[config.mk]
export PLATFORM = sky130hd
export DESIGN_NAME = project_pwm_capture
export DESIGN_NICKNAME = d
export VERILOG_FILES = /design/src/rtl/project_pwm_capture.sv
export SDC_FILE = /design/constraint.sdc
export NUM_CORES = 1
export LEC_CHECK = 0
export BUFFER_PORTS_ARGS = -buffer_cell sky130_fd_sc_hd__buf_2
export CORE_MARGIN = 3
export CORE_UTILIZATION = 55
export CTS_CLUSTER_SIZE = 20
export DETAILED_ROUTE_END_ITERATION = 6
export PLACE_DENSITY = 0.8
export SYNTH_ARGS = -nofsm -noshare
export SYNTH_HDL_FRONTEND = slang
export SYNTH_SLANG_ARGS = --single-unit
export TNS_END_PERCENT = 10
[constraint.sdc]
create_clock -name i_clk -period 2.3 [get_ports i_clk]
set_input_delay 0.46 -clock i_clk [delete_from_list [all_inputs] [get_ports i_clk]]
set_output_delay 0.46 -clock i_clk [all_outputs]
set_load 0.01 [all_outputs]
[src/rtl/project_pwm_capture.sv]
// PWM input capture: measures period and high time between accepted edges of an async input.
// Optional stability filter on the synchronized input, enabled by PWM_CAPTURE_FILTER_EN.
module project_pwm_capture #(
    parameter int unsigned WIDTH      = 16,
    parameter int unsigned FILTER_LEN = 3
) (
    input  logic             i_clk,
    input  logic             i_reset,
    input  logic             i_en,
    input  logic             i_pwm,
    input  logic             i_ack,
    input  logic             i_clear,
    output logic [WIDTH-1:0] o_period,
    output logic [WIDTH-1:0] o_high,
    output logic             o_valid,
    output logic             o_overrun,
    output logic             o_timeout,
    output logic [1:0]       o_state
);

    typedef enum logic [1:0] {
        StIdle     = 2'd0,
        StArm      = 2'd1,
        StHighWait = 2'd2,
        StLow      = 2'd3
    } state_e;

    localparam logic [WIDTH-1:0] CntOne = WIDTH'(1);
    localparam logic [WIDTH-1:0] CntMax = '1;

    logic s1_q, s2_q, prev_q, level;
    logic rise, fall;

    always_ff @(posedge i_clk or negedge i_reset) begin
        if (!i_reset) begin
            s1_q   <= 1'b0;
            s2_q   <= 1'b0;
            prev_q <= 1'b0;
        end else begin
            s1_q   <= i_pwm;
            s2_q   <= s1_q;
            prev_q <= level;
        end
    end

`ifdef PWM_CAPTURE_FILTER_EN
    logic       filt_q, filt_d;
    logic [3:0] fcnt_q, fcnt_d;

    // Level flips only after s2 has disagreed with it for FILTER_LEN consecutive cycles.
    always_comb begin
        filt_d = filt_q;
        fcnt_d = 4'd0;
        if (s2_q != filt_q) begin
            if (fcnt_q == 4'(FILTER_LEN - 1)) begin
                filt_d = s2_q;
            end else begin
                fcnt_d = fcnt_q + 4'd1;
            end
        end
    end

    always_ff @(posedge i_clk or negedge i_reset) begin
        if (!i_reset) begin
            filt_q <= 1'b0;
            fcnt_q <= 4'd0;
        end else begin
            filt_q <= filt_d;
            fcnt_q <= fcnt_d;
        end
    end

    assign level = filt_q;
`else
    logic unused_filter_len;
    assign unused_filter_len = ^FILTER_LEN;
    assign level = s2_q;
`endif

    assign rise = level & ~prev_q;
    assign fall = ~level & prev_q;

    state_e           state_q, state_d;
    logic [WIDTH-1:0] cnt_q, cnt_d, cnt_inc;
    logic [WIDTH-1:0] shadow_q, shadow_d;
    logic             result, timeout_set;

    assign cnt_inc = (cnt_q == CntMax) ? cnt_q : cnt_q + CntOne;

    always_comb begin
        state_d     = state_q;
        cnt_d       = cnt_q;
        shadow_d    = shadow_q;
        result      = 1'b0;
        timeout_set = 1'b0;
        if (!i_en) begin
            state_d = StIdle;
            cnt_d   = '0;
        end else begin
            unique case (state_q)
                StIdle: state_d = StArm;
                StArm: begin
                    if (rise) begin
                        cnt_d   = CntOne;
                        state_d = StHighWait;
                    end
                end
                StHighWait: begin
                    if (rise) begin
                        cnt_d = CntOne;
                    end else if (fall) begin
                        shadow_d = cnt_q;
                        cnt_d    = cnt_inc;
                        state_d  = StLow;
                    end else if (cnt_q == CntMax) begin
                        timeout_set = 1'b1;
                        cnt_d       = '0;
                        state_d     = StArm;
                    end else begin
                        cnt_d = cnt_inc;
                    end
                end
                StLow: begin
                    if (rise) begin
                        result  = 1'b1;
                        cnt_d   = CntOne;
                        state_d = StHighWait;
                    end else if (cnt_q == CntMax) begin
                        timeout_set = 1'b1;
                        cnt_d       = '0;
                        state_d     = StArm;
                    end else begin
                        cnt_d = cnt_inc;
                    end
                end
                default: state_d = StIdle;
            endcase
        end
    end

    logic [WIDTH-1:0] period_q, period_d, high_q, high_d;
    logic             valid_q, valid_d, overrun_q, overrun_d, timeout_q, timeout_d;

    // Set conditions are applied after clear so that set wins in the same cycle.
    always_comb begin
        period_d  = period_q;
        high_d    = high_q;
        valid_d   = valid_q;
        overrun_d = overrun_q;
        timeout_d = timeout_q;
        if (i_clear) begin
            overrun_d = 1'b0;
            timeout_d = 1'b0;
        end
        if (result) begin
            if (!valid_q || i_ack) begin
                period_d = cnt_q;
                high_d   = shadow_q;
                valid_d  = 1'b1;
            end else begin
                overrun_d = 1'b1;
            end
        end else if (i_ack) begin
            valid_d = 1'b0;
        end
        if (timeout_set) begin
            timeout_d = 1'b1;
        end
    end

    always_ff @(posedge i_clk or negedge i_reset) begin
        if (!i_reset) begin
            state_q   <= StIdle;
            cnt_q     <= '0;
            shadow_q  <= '0;
            period_q  <= '0;
            high_q    <= '0;
            valid_q   <= 1'b0;
            overrun_q <= 1'b0;
            timeout_q <= 1'b0;
        end else begin
            state_q   <= state_d;
            cnt_q     <= cnt_d;
            shadow_q  <= shadow_d;
            period_q  <= period_d;
            high_q    <= high_d;
            valid_q   <= valid_d;
            overrun_q <= overrun_d;
            timeout_q <= timeout_d;
        end
    end

    assign o_period  = period_q;
    assign o_high    = high_q;
    assign o_valid   = valid_q;
    assign o_overrun = overrun_q;
    assign o_timeout = timeout_q;
    assign o_state   = state_q;

endmodule

==> summary by stage, run 1 <==
Die
In this run the vertical extent of the chip is 81.3 um. The cell row count is 26. The die covers roughly 6600 um2.

The floorplan step defined a core boundary enclosing around 5300 um2. For this design the top-level I/O count stands at 43. The die is 81.3 um wide. The starting density of the core is 58.8%.

Drt
The post-route antenna net violation count is 0. Detailed routing inserted a total of 2,211 vias. Dividing the detail-routed wire length by the instance count gives approximately 16 um. For this run, design rule violations remaining after detail routing come to 0. Summed over all layers, the routed wires come to roughly 6.0 mm. In the routed layout, each cell is associated on average with a via count of 5.77.

For this block, the initial DRC count from the detailed router was 112. The number of iterations in the first detailed-routing pass is 4.

Outcome
The flow ran to the end, and the final reports show no timing, DRC or antenna violations.

CTS
CTS built an H-tree with a depth of 3. The longest clock path from root to sink contains 2 buffers. The clock net in this run drives a total of a little over 70 sinks. Clock-pin slew was measured on the worst setup and hold paths at 0.07 ns. The clock network latency to the later pin of the worst-skew pair is 0.33 ns. TritonCTS created 9 clock buffers. The CTS tree is done. The library cell used as clock root buffer is clkbuf_8.

Critical path
The sort of element at the end of the critical path is a register. The critical path is of the register to register type. The cell occurring most often along the worst timing path is o21ai_0. The slowest cell on the critical path is nor4_4. Traced cell by cell, the critical path runs through ha_2, nand3_2, nor4_4, inv_2, ha_1, o21ai_0, nand2_1, o211ai_1, o21ai_0. The number of buffers and inverters on the critical path is 1.

The cell family contributing the most delay on the critical path is simple AND/OR/NAND/NOR gates. The maximum fanout along the worst path is 6. The worst endpoint required time is 2.51 ns. For the worst setup path, the data arrival time is 2.28 ns. STA classifies the critical path startpoint as a register. The largest single stage delay on the critical path is 0.42 ns.

STA
The number of pins exceeding their max-slew limit in the final report is 0. The transition time at the pin with the least slew margin is 0.559 ns. Summed over all failing endpoints, the final setup total negative slack is 0 ns. The final worst slack is 0.224 ns. The largest clock skew in the final design is 0.00773 ns. Setup repair after global routing left no endpoint under its margin. The final cycle utilization of the critical path is about 90%. Setup violations remaining at the end of the flow were counted as 0. The worst pin sits at a relative slew slack of 62.4%. The count of final hold-check violations came to 0.

For this run, the top clock speed supported by timing is 482 MHz. The final hold slack is 0.137 ns. The minimum clock period after layout is 2.08 ns.

Final layout
The layout has 401 filler cells. The net count of the finished layout is 318. In the final layout, the share of cells above drive strength 1 is 42.2%. The most frequent standard cell in the layout excluding fill and tap cells is dfrtp_1. The number of antenna repair diodes is 0. In the layout the commonest cells are 70 x dfrtp_1, 45 x mux2_2, 42 x buf_2. The finished layout holds 383 standard cells, fillers aside. The total area of multi-input combinational cells is 1230 um2. In the final layout, flip-flops and latches occupy 1800 um2. The signed area change from the synthesized netlist to the final layout is 18.6%.

GRT
Global routing finished with a remaining overflow of 0. For this run, the total global-route usage over all layers was measured as 20.7%. The wire length of the first global-routing pass is 10.4 mm.

The number of antenna violations at the first check in global routing is 0. The pin count of the biggest net entering global routing is 73. The number of global-route vias before repair is 2,186.

Yosys
Summing the areas of all compound-gate instances in the mapped netlist gives 10.9% of the synthesized area. Of the total synthesized cell area, the portion taken by full adders, half adders and majority gates is 0.803%. Synthesis produced 250 cells. After synthesis, the share of cell area in mux cells is 16.6%. After synthesis the cells add up to 3120 um2. Dividing the synthesized area by the synthesized cell count gives 12.5 um2. In this run, synthesis produced a sequential element count of slightly above 70. The count of synthesis-stage warnings from yosys is 0. The area fraction in and, or, nand and nor cells after synthesis is 10.8%.

The xor and xnor area share after synthesis is 0%. When the netlist entered floorplanning its net count stood at about 260. Sequential elements use 57.8% of the synthesized area.

The largest family of logic cells by synthesized area is multiplexers. The netlist uses 45 different library cells.

Pwr
The power per cell area is 618 nW/um2. The worst supply voltage drop on vdd is 0.442 mV. In this run, the combinational gates consume 4.1% of the power.

The switching component of the power is just under 500 uW. The clock network burns 39.5% of the power. Net switching is a little over a fifth of the power. The share of total power dissipated in sequential elements is 56.4%.

The internal power component is approximately 1800 uW. In this run the static leakage power is 0.00190 uW.

Placed design
Routability-driven placement finished with a final weighted congestion of 0.912. The post-placement worst setup slack is 0.181 ns. The HPWL after detailed placement is 4.28 mm. The number of cells after detailed placement is 363.

During placement, the flow inserted port buffers numbering 42.

Hold path
The worst hold path belongs to the class input port to asynchronous set/reset pin.

Flow run
The max-cap check violation count is 0.
[worst register-to-register path, delay by kind of cell (launching register included)]
family | cells | cell delay [ns]
and+or+nand+nor | 3 | 0.66
adders and majority gates | 2 | 0.41
DFF | 1 | 0.41
AOI/OAI and AO/OA | 3 | 0.39
buffers and inverters | 1 | 0.10
[cell type report]
type                            instances  share of cell area (%)
Sequential cell                        72                    48.8
Multi-Input combinational cell        158                    33.3
Timing Repair Buffer                   62                    10.1
Clock buffer                           10                    3.45
Tap cell                               70                    2.37
Clock inverter                          4                    1.29
Inverter                                7                   0.711
[metrics by stage]
step / total power, uW / util (%) / instance area (um2)
2_1_floorplan: 1350 / - / 3120
3_3_place_gp: 1410 / 65.4 / 3470
3_5_place_dp: 1410 / 65.4 / 3470
4_1_cts: 2310 / 68.7 / 3640
5_1_grt: 2380 / 69.7 / 3700
6_report: 2290 / 69.7 / 3700
[flip-flops by register name, summed over array words and instances, names as in the netlist]
signal,flops
shadow_q,16
o_period,16
o_high,16
o_state,2
cnt_q,16
o_timeout,1
prev_q,1
o_valid,1
o_overrun,1
level,1
s1_q,1
[power by group through the flow]
stage / registers (uW) / clock network (uW) / logic [uW]
6_report: 1290 / 903 / 93.3
5_1_grt: 1290 / 985 / 108
4_1_cts: 1290 / 927 / 94.7
3_5_place_dp: 1310 / 0 / 94.6
3_3_place_gp: 1310 / 0 / 93.7
2_1_floorplan: 1310 / 0 / 40.8
[cells by family (layout without fill, tap and decap cells)]
group | Yosys count | count (layout)
buffers and inverters | 20 | 83
AOI/OAI and AO/OA | 54 | 54
muxes | 46 | 46
DFF | 72 | 72
adders and majority gates | 2 | 2
and+or+nand+nor | 56 | 56
[worst paths after layout]
kind | slack, ns | depth (start not counted) | start | endpoint
setup / recovery | 0.22 | 9 | cnt_q[0] | cnt_q[0]
hold / removal | 0.14 | 2 | i_reset | o_high[0]
setup reg to reg | 0.22 | 9 | cnt_q[0] | cnt_q[0]
hold reg to reg | 0.36 | 0 | s1_q | level
max in group asynchronous | 1.86 | 2 | i_reset | cnt_q[1]
min in group i_clk | 0.23 | 1 | i_pwm | s1_q
[synth_stat cells, drive strengths merged]
library cell | instances | area (um2)
nor2b | 4 | 25.0
nand2b | 2 | 12.5
nor4 | 2 | 27.5
a41oi | 1 | 8.76
or3 | 1 | 6.26
o21a | 1 | 8.76
o211ai | 3 | 22.5
and4 | 4 | 35.0
o21ai | 16 | 83.8
a21oi | 12 | 60.1
a21bo | 1 | 10.0
nand4 | 6 | 58.8
a31oi | 7 | 43.8
ha | 2 | 25.0
buf | 8 | 46.3
a21boi | 3 | 22.5
nand2 | 13 | 48.8
nor3b | 1 | 7.51
inv | 7 | 26.3
nor3 | 4 | 20.0
o22ai | 1 | 6.26
a21o | 1 | 7.51
a22o | 2 | 17.5
o31ai | 3 | 22.5
a32o | 1 | 10.0
nand3b | 1 | 7.51
or2 | 2 | 12.5
clkbuf | 5 | 21.3
nor2 | 4 | 15.0
nand3 | 11 | 55.1
mux2 | 46 | 518
o32ai | 1 | 8.76
a211oi | 1 | 7.51
dfrtp | 72 | 1800
and3 | 1 | 6.26
[layer usage]
metal  up-vias  wire length [um]  track usage [%]
met5         -                 0                0
met4         0                97             7.94
met3        12               364             5.43
met2        65              2810             31.0
met1      1101              2760             28.8
li1       1033                 -                -
[timing repair]
item / CTS / global route
setup endpoints to repair: 0 / 1
gates resized for setup: 0 / 4
endpoints found under the hold margin: 0 / 0
hold buffers: 0 / 0
buffers inserted: 0 / 6
Power figures use the tool's default switching activity.
==> inputs of run 2 (changes only) <==
PLACE_DENSITY = 0.73   (was 0.8)
==> run 2 against run 1 <==
  * Clock skew about the same
  * Register-to-register slack about the same
  * Cell area decreased by 1.3%
  * Wire length decreased by 3.6%
  * Critical path depth unchanged
  * Sequential power about the same
  * Combinational power decreased by 0.9%
  * Clock power increased by 1%
  * Non-clock buffer count decreased by 7
  * Total power increased by 0.33%
  * Via count decreased by 3.2%
  * Critical path type unchanged
  * Critical endpoint unchanged
==> summary by stage, run 2 (same netlist as run 1, synthesis figures left out) <==
Drt
The post-route antenna net violation count was 0 (unchanged). The number of iterations in the first detailed-routing pass is 4 (unchanged). The remaining routing DRC violations came to 0 (unchanged). The overall via count from detail_route is 2,141 (was 2,211). The final wirelength was 5.81 mm (was 6.03 mm). The vias per cell is 5.66 (was 5.77).

The number of DRC markers in iteration 0 was 113 (was 112). The average wire per standard cell was 15.4 um (was 15.7 um).

CTS
The number of clock sinks seen by CTS is 72 (unchanged). The number of levels in the clock H-tree is 3 (unchanged). The CTS tree was done (unchanged).

The clock network latency to the later pin of the worst-skew pair came to 0.34 ns (was 0.33 ns). The clock transition time at the flip-flop clock pins of the worst setup and hold paths was 0.07 ns (about the same). The number of instances resized during post-cts repair is 0 (unchanged). The library cell used as clock root buffer is clkbuf_8 (unchanged). The number of buffers on the longest clock path is 2 (unchanged). The number of hold-repair buffers added at the cts stage is 0 (unchanged). The buffers inserted during post-CTS setup optimization is 0 (unchanged).

The number of buffers inserted during clock tree synthesis is 9 (unchanged).

Final layout
The filler cell count is 396 (was 401). The count of nets after finishing is 311 (was 318). Commonest cells after routing, fill and taps aside: 72 x dfrtp_1, 45 x mux2_2, 42 x buf_2 (was 70 x dfrtp_1, 45 x mux2_2, 42 x buf_2). The fraction of layout cells with a size suffix above 1 is 39.9% (was 42.2%). The number of antenna repair diodes is 0 (unchanged). The most frequent standard cell in the layout excluding fill and tap cells was dfrtp_1 (unchanged). The final non-filler cell total came to 378 (was 383). The signed area change from the synthesized netlist to the final layout is 17.1% (was 18.6%).

Die
The width of the chip is 81.3 um (unchanged). The cell row count came to 26 (unchanged). The starting density of the core is 58.8% (unchanged).

The total I/O pin count is 43 (unchanged). The total die area is 6610 um2 (unchanged). The overall die height is 81.3 um (unchanged). The area of the placeable core is 5300 um2 (unchanged).

Flow run
The max-cap check violation count came to 0 (unchanged).

Placed design
The placer's final routability congestion estimate is 0.853 (was 0.912). The number of cells after detailed placement was 362 (was 363). The final HPWL from detailed placement came to 4.12 mm (was 4.28 mm). The number of buffers inserted by port buffering is 42 (unchanged).

Hold path
The type of the tightest min-delay check is input port to asynchronous set/reset pin (unchanged).

STA
The transition time at the pin with the least slew margin is 0.786 ns (was 0.559 ns). The peak clock frequency supported by timing came to 480 MHz (was 482 MHz). The final cycle utilization of the critical path is 90.5% (was 90.3%). The final setup violation count is 0 (unchanged). The count of final hold-check violations came to 0 (unchanged). Setup repair after global routing missed its margin: no (unchanged).

The number of pins exceeding their max-slew limit in the final report came to 0 (unchanged). The post-route setup TNS is 0 ns (unchanged). The minimum clock period after layout is 2.08 ns (about the same). The largest clock skew in the final design is 0.00781 ns (was 0.00773 ns). The worst slew margin relative to its limit was 47.6% (was 62.4%).

Critical path
The startpoint of the worst-slack reg-to-reg timing path is cnt_q[1] (was cnt_q[0]). The worst-case reg-to-reg path depth came to 9 (unchanged). The capture instance of the worst register-to-register path is cnt_q[0] (unchanged). The type of the worst setup path is register to register (unchanged). The worst endpoint required time was 2.52 ns (was 2.51 ns). The type of origin of the critical path is a register (unchanged). The sort of element at the end of the critical path is a register (unchanged). The maximum fanout along the worst path is 8 (was 6).

The flop-to-flop setup slack is 0.22 ns (about the same). The data arrival time of the critical path is 2.31 ns (was 2.28 ns).

Pwr
The power per cell area is 628 nW/um2 (was 618 nW/um2). The worst supply voltage drop on vdd is 0.552 mV (was 0.442 mV). The leakage power was 0.00188 uW (was 0.00190 uW).

GRT
The aggregate global routing overflow is 0 (unchanged). The pin count of the biggest net entering global routing was 73 (unchanged). The wire length of the first global-routing pass is 10.1 mm (was 10.4 mm).

The number of antenna violations at the first check in global routing is 0 (unchanged). The number of global-route vias before repair was 2,016 (was 2,186). The total track usage is 20.6% (was 20.7%).

Outcome
Outcome: finished clean (unchanged).
-- run 2: cell types whose count changed in the layout (fill, tap and decap cells not counted), sizes merged --
cell,before,now
buf,62,55
clkinv,2,1
clkbuf,10,14
bufinv,1,0
-- run 2: power breakdown --
group / internal [uW] / total [uW] / leakage (uW) / switching [uW]
registers: 1280 / 1290 / 0.000996 / 11.6
clock network: 479 / 912 / 0.0000927 / 433
logic: 31.7 / 92.5 / 0.000787 / 60.8
-- run 2: routing by layer --
| layer | up-vias | GRT usage [%] | wire length [um] |
|---|---|---|---|
| met4 | 0 | 8.61 | 78 |
| met2 | 54 | 29.0 | 2620 |
| li1 | 1027 | - | - |
| met1 | 1053 | 29.8 | 2820 |
| met3 | 7 | 5.76 | 290 |
| met5 | - | 0 | 0 |
-- run 2: how the worst max path moves through the flow --
stage              from       end  slack [ns]  cells past startpoint
6_report       cnt_q[1]  cnt_q[0]        0.22                      9
5_1_grt        cnt_q[1]  cnt_q[0]       0.008                      8
2_1_floorplan  cnt_q[1]  cnt_q[0]        0.34                      8
4_1_cts        cnt_q[1]  cnt_q[0]        0.16                      9
3_3_place_gp   cnt_q[0]  cnt_q[3]        0.28                      6
3_5_place_dp   cnt_q[1]  cnt_q[3]        0.19                      6
-- run 2: metrics by stage --
| stage | area, um2 | util (%) | hold WS, ns | total power, uW | setup slack, ns |
|---|---|---|---|---|---|
| detailed placement | 3460 | 65.2 | 0.336 | 1410 | 0.186 |
| CTS | 3640 | 68.7 | 0.138 | 2330 | 0.157 |
| global route | 3650 | 68.8 | 0.146 | 2400 | 0.00766 |
| finish | 3650 | 68.8 | 0.115 | 2290 | 0.218 |
| global placement | 3460 | 65.2 | 0.338 | 1400 | 0.279 |
| floorplan | 3120 | - | 0.164 | 1350 | 0.342 |
-- run 2: worst max-delay path, cell delays in order, from the launching register on --
cell and delay, ns:
dfrtp_1 0.45, ha_1 0.27, nand3_2 0.16, nor4_4 0.30
inv_2 0.14, ha_1 0.21, o21ai_0 0.16, nand2_1 0.08
o211ai_1 0.09, o21ai_0 0.10
-- run 2: area by class of cell --
cell class | instances | area (um2) | share of cell area, %
Clock buffer | 14 | 173 | 4.73
Clock inverter | 2 | 12.5 | 0.343
Inverter | 7 | 26.3 | 0.720
Multi-Input combinational cell | 158 | 1230 | 33.7
Sequential cell | 72 | 1800 | 49.4
Tap cell | 70 | 87.6 | 2.40
Timing Repair Buffer | 55 | 320 | 8.78
==> inputs of run 3 (changes only) <==
REMOVE_ABC_BUFFERS = 1   (was not set)
==> run 3 against run 2 <==
  * First-iteration DRC count is 12% lower
  * Critical path type unchanged
  * Wire length is 2.1% lower
  * Fmax is 1.6% lower
  * Largest power group unchanged
==> summary by stage, run 3 (same netlist as run 1, synthesis figures left out) <==
Final layout
The signed area change from the synthesized netlist to the final layout is 18.6% (was 17.1%). The number of antenna repair diodes was 0 (unchanged). The fraction of layout cells with a size suffix above 1 was 40.3% (was 39.9%). The most frequent standard cell in the layout excluding fill and tap cells was dfrtp_1 (unchanged). The final non-filler cell total is 375 (was 378). The count of nets after finishing came to 308 (was 311). Commonest cells after routing, fill and taps aside: 70 x dfrtp_1, 45 x mux2_2, 42 x buf_2 (was 72 x dfrtp_1, 45 x mux2_2, 42 x buf_2).

Critical path
The maximum fanout along the worst path was 13 (was 8). The startpoint of the worst-slack reg-to-reg timing path was cnt_q[1] (unchanged). The type of origin of the critical path is a register (unchanged). The worst-case reg-to-reg path depth is 7 (was 9). The worst endpoint required time is 2.52 ns (about the same). The type of the worst setup path was register to register (unchanged).

The data arrival time of the critical path came to 2.34 ns (was 2.31 ns). The flop-to-flop setup slack is 0.18 ns (was 0.22 ns). The sort of element at the end of the critical path is a register (unchanged). The capture instance of the worst register-to-register path is cnt_q[1] (was cnt_q[0]).

STA
The post-route setup TNS came to 0 ns (unchanged). Setup repair after global routing missed its margin: no (unchanged). The final cycle utilization of the critical path is 92.0% (was 90.5%). The transition time at the pin with the least slew margin is 0.562 ns (was 0.786 ns). The largest clock skew in the final design came to 0.00732 ns (was 0.00781 ns). The peak clock frequency supported by timing is 472 MHz (was 480 MHz). The count of final hold-check violations is 0 (unchanged). The final setup violation count is 0 (unchanged). The minimum clock period after layout is 2.12 ns (was 2.08 ns).

The number of pins exceeding their max-slew limit in the final report is 0 (unchanged). The final hold slack is 0.138 ns (was 0.115 ns). The worst slew margin relative to its limit was 62.4% (was 47.6%).

CTS
The CTS tree is done (unchanged). The number of buffers inserted during clock tree synthesis is 9 (unchanged). The number of hold-repair buffers added at the cts stage is 0 (unchanged).

The clock transition time at the flip-flop clock pins of the worst setup and hold paths is 0.07 ns (about the same). The library cell used as clock root buffer is clkbuf_8 (unchanged). The number of clock sinks seen by CTS is 72 (unchanged). The number of buffers on the longest clock path is 2 (unchanged). The clock network latency to the later pin of the worst-skew pair is 0.34 ns (about the same). The number of levels in the clock H-tree was 3 (unchanged).

Pwr
The share of total power consumed by net switching is 19.8% (was 22.1%). The switching component of the power is 498 uW (was 506 uW). The logic gate share of total power is 3.7% (was 4.0%). The worst supply voltage drop on vdd was 0.477 mV (was 0.552 mV).

The power share of the clock group came to 44.9% (was 39.8%). The internal power component is 2010 uW (was 1790 uW). The power per cell area is 678 nW/um2 (was 628 nW/um2).

The fraction of power consumed by sequential logic came to 51.4% (was 56.2%). The leakage power is 0.00189 uW (was 0.00188 uW).

GRT
The number of global-route vias before repair is 2,019 (was 2,016). The pin count of the biggest net entering global routing is 73 (unchanged). The aggregate global routing overflow is 0 (unchanged). The number of antenna violations at the first check in global routing was 0 (unchanged). The total track usage is 19.3% (was 20.6%). The wire length of the first global-routing pass is 9.55 mm (was 10.1 mm).

Die
The total I/O pin count was 43 (unchanged). The width of the chip came to 81.3 um (unchanged). The starting density of the core is 58.8% (unchanged). The overall die height came to 81.3 um (unchanged). The area of the placeable core was 5300 um2 (unchanged). The cell row count is 26 (unchanged). The total die area was 6610 um2 (unchanged).

Drt
The overall via count from detail_route came to 2,144 (was 2,141). The number of iterations in the first detailed-routing pass came to 4 (unchanged). The remaining routing DRC violations is 0 (unchanged). The final wirelength came to 5.69 mm (was 5.81 mm). The average wire per standard cell is 15.2 um (was 15.4 um).

The number of DRC markers in iteration 0 is 100 (was 113). The vias per cell is 5.72 (was 5.66). The post-route antenna net violation count is 0 (unchanged).

Placed design
The placer's final routability congestion estimate is 0.820 (was 0.853). The number of cells after detailed placement is 358 (was 362). The final HPWL from detailed placement was 3.76 mm (was 4.12 mm).

The number of buffers inserted by port buffering is 42 (unchanged).

Hold path
The type of the tightest min-delay check is input port to asynchronous set/reset pin (unchanged).

Outcome
Outcome: finished clean (unchanged).

Flow run
The max-cap check violation count is 0 (unchanged).
[run 3: routing by layer]
layer / global-route usage, % / share of wire, % / vias to the layer above / routed length, um
li1: - / - / 1021 / -
met1: 25.3 / 46 / 1055 / 2640
met3: 4.55 / 4.6 / 13 / 263
met5: 0 / 0 / - / 0
met2: 29.4 / 47 / 55 / 2650
met4: 11.1 / 2.4 / 0 / 137
[run 3: power groups by stage]
stage	combinational (uW)	clock (uW)	sequential (uW)
after floorplan	37.6	0	1310
after global placement	93.0	0	1310
after detailed placement	94.7	0	1310
after CTS	95.5	1150	1290
after global routing	106	1210	1290
final	94.0	1130	1290
[run 3: final cells by class]
| cell class | count | area [um2] |
|---|---|---|
| repair buffers | 52 | 310 |
| fillers | 397 | 1610 |
| clock buffers | 14 | 173 |
| clock inverters | 2 | 60.1 |
| flip-flops and latches | 72 | 1800 |
| multi-input cells | 158 | 1240 |
| well taps | 70 | 87.6 |
| inverters | 7 | 26.3 |
[run 3: per-stage QoR]
stage | utilization (%) | setup WS (ns) | total power, uW | instance area, um2
detailed placement | 65.0 | 0.128 | 1410 | 3450
global placement | 65.0 | 0.238 | 1400 | 3450
CTS | 69.4 | 0.0462 | 2540 | 3680
global route | 69.7 | 0.0531 | 2600 | 3700
finish | 69.7 | 0.183 | 2510 | 3700
floorplan | - | -0.422 | 1350 | 3050
[run 3: critical path, stage by stage, from the launching register on]
cell and delay [ns]:
dfrtp_2 0.41, ha_2 0.23, nand3_2 0.15, nor4_4 0.36, buf_4 0.19, o21ai_2 0.16
buf_4 0.23, a32o_1 0.26
[run 3: timing repair]
item                       in CTS  in global routing
resized for setup               0                  5
setup endpoints to repair       0                  2
setup buffers                   0                  1
[run 3: worst max path at each step]
| stage | start | to | slack, ns | depth (start not counted) |
|---|---|---|---|---|
| 2_1_floorplan | level | o_high[0] | -0.42 | 4 |
| 3_3_place_gp | cnt_q[1] | cnt_q[0] | 0.24 | 8 |
| 3_5_place_dp | cnt_q[1] | cnt_q[0] | 0.13 | 8 |
| 4_1_cts | cnt_q[1] | cnt_q[0] | 0.05 | 9 |
| 5_1_grt | cnt_q[0] | cnt_q[3] | 0.05 | 8 |
| 6_report | cnt_q[1] | cnt_q[1] | 0.18 | 7 |
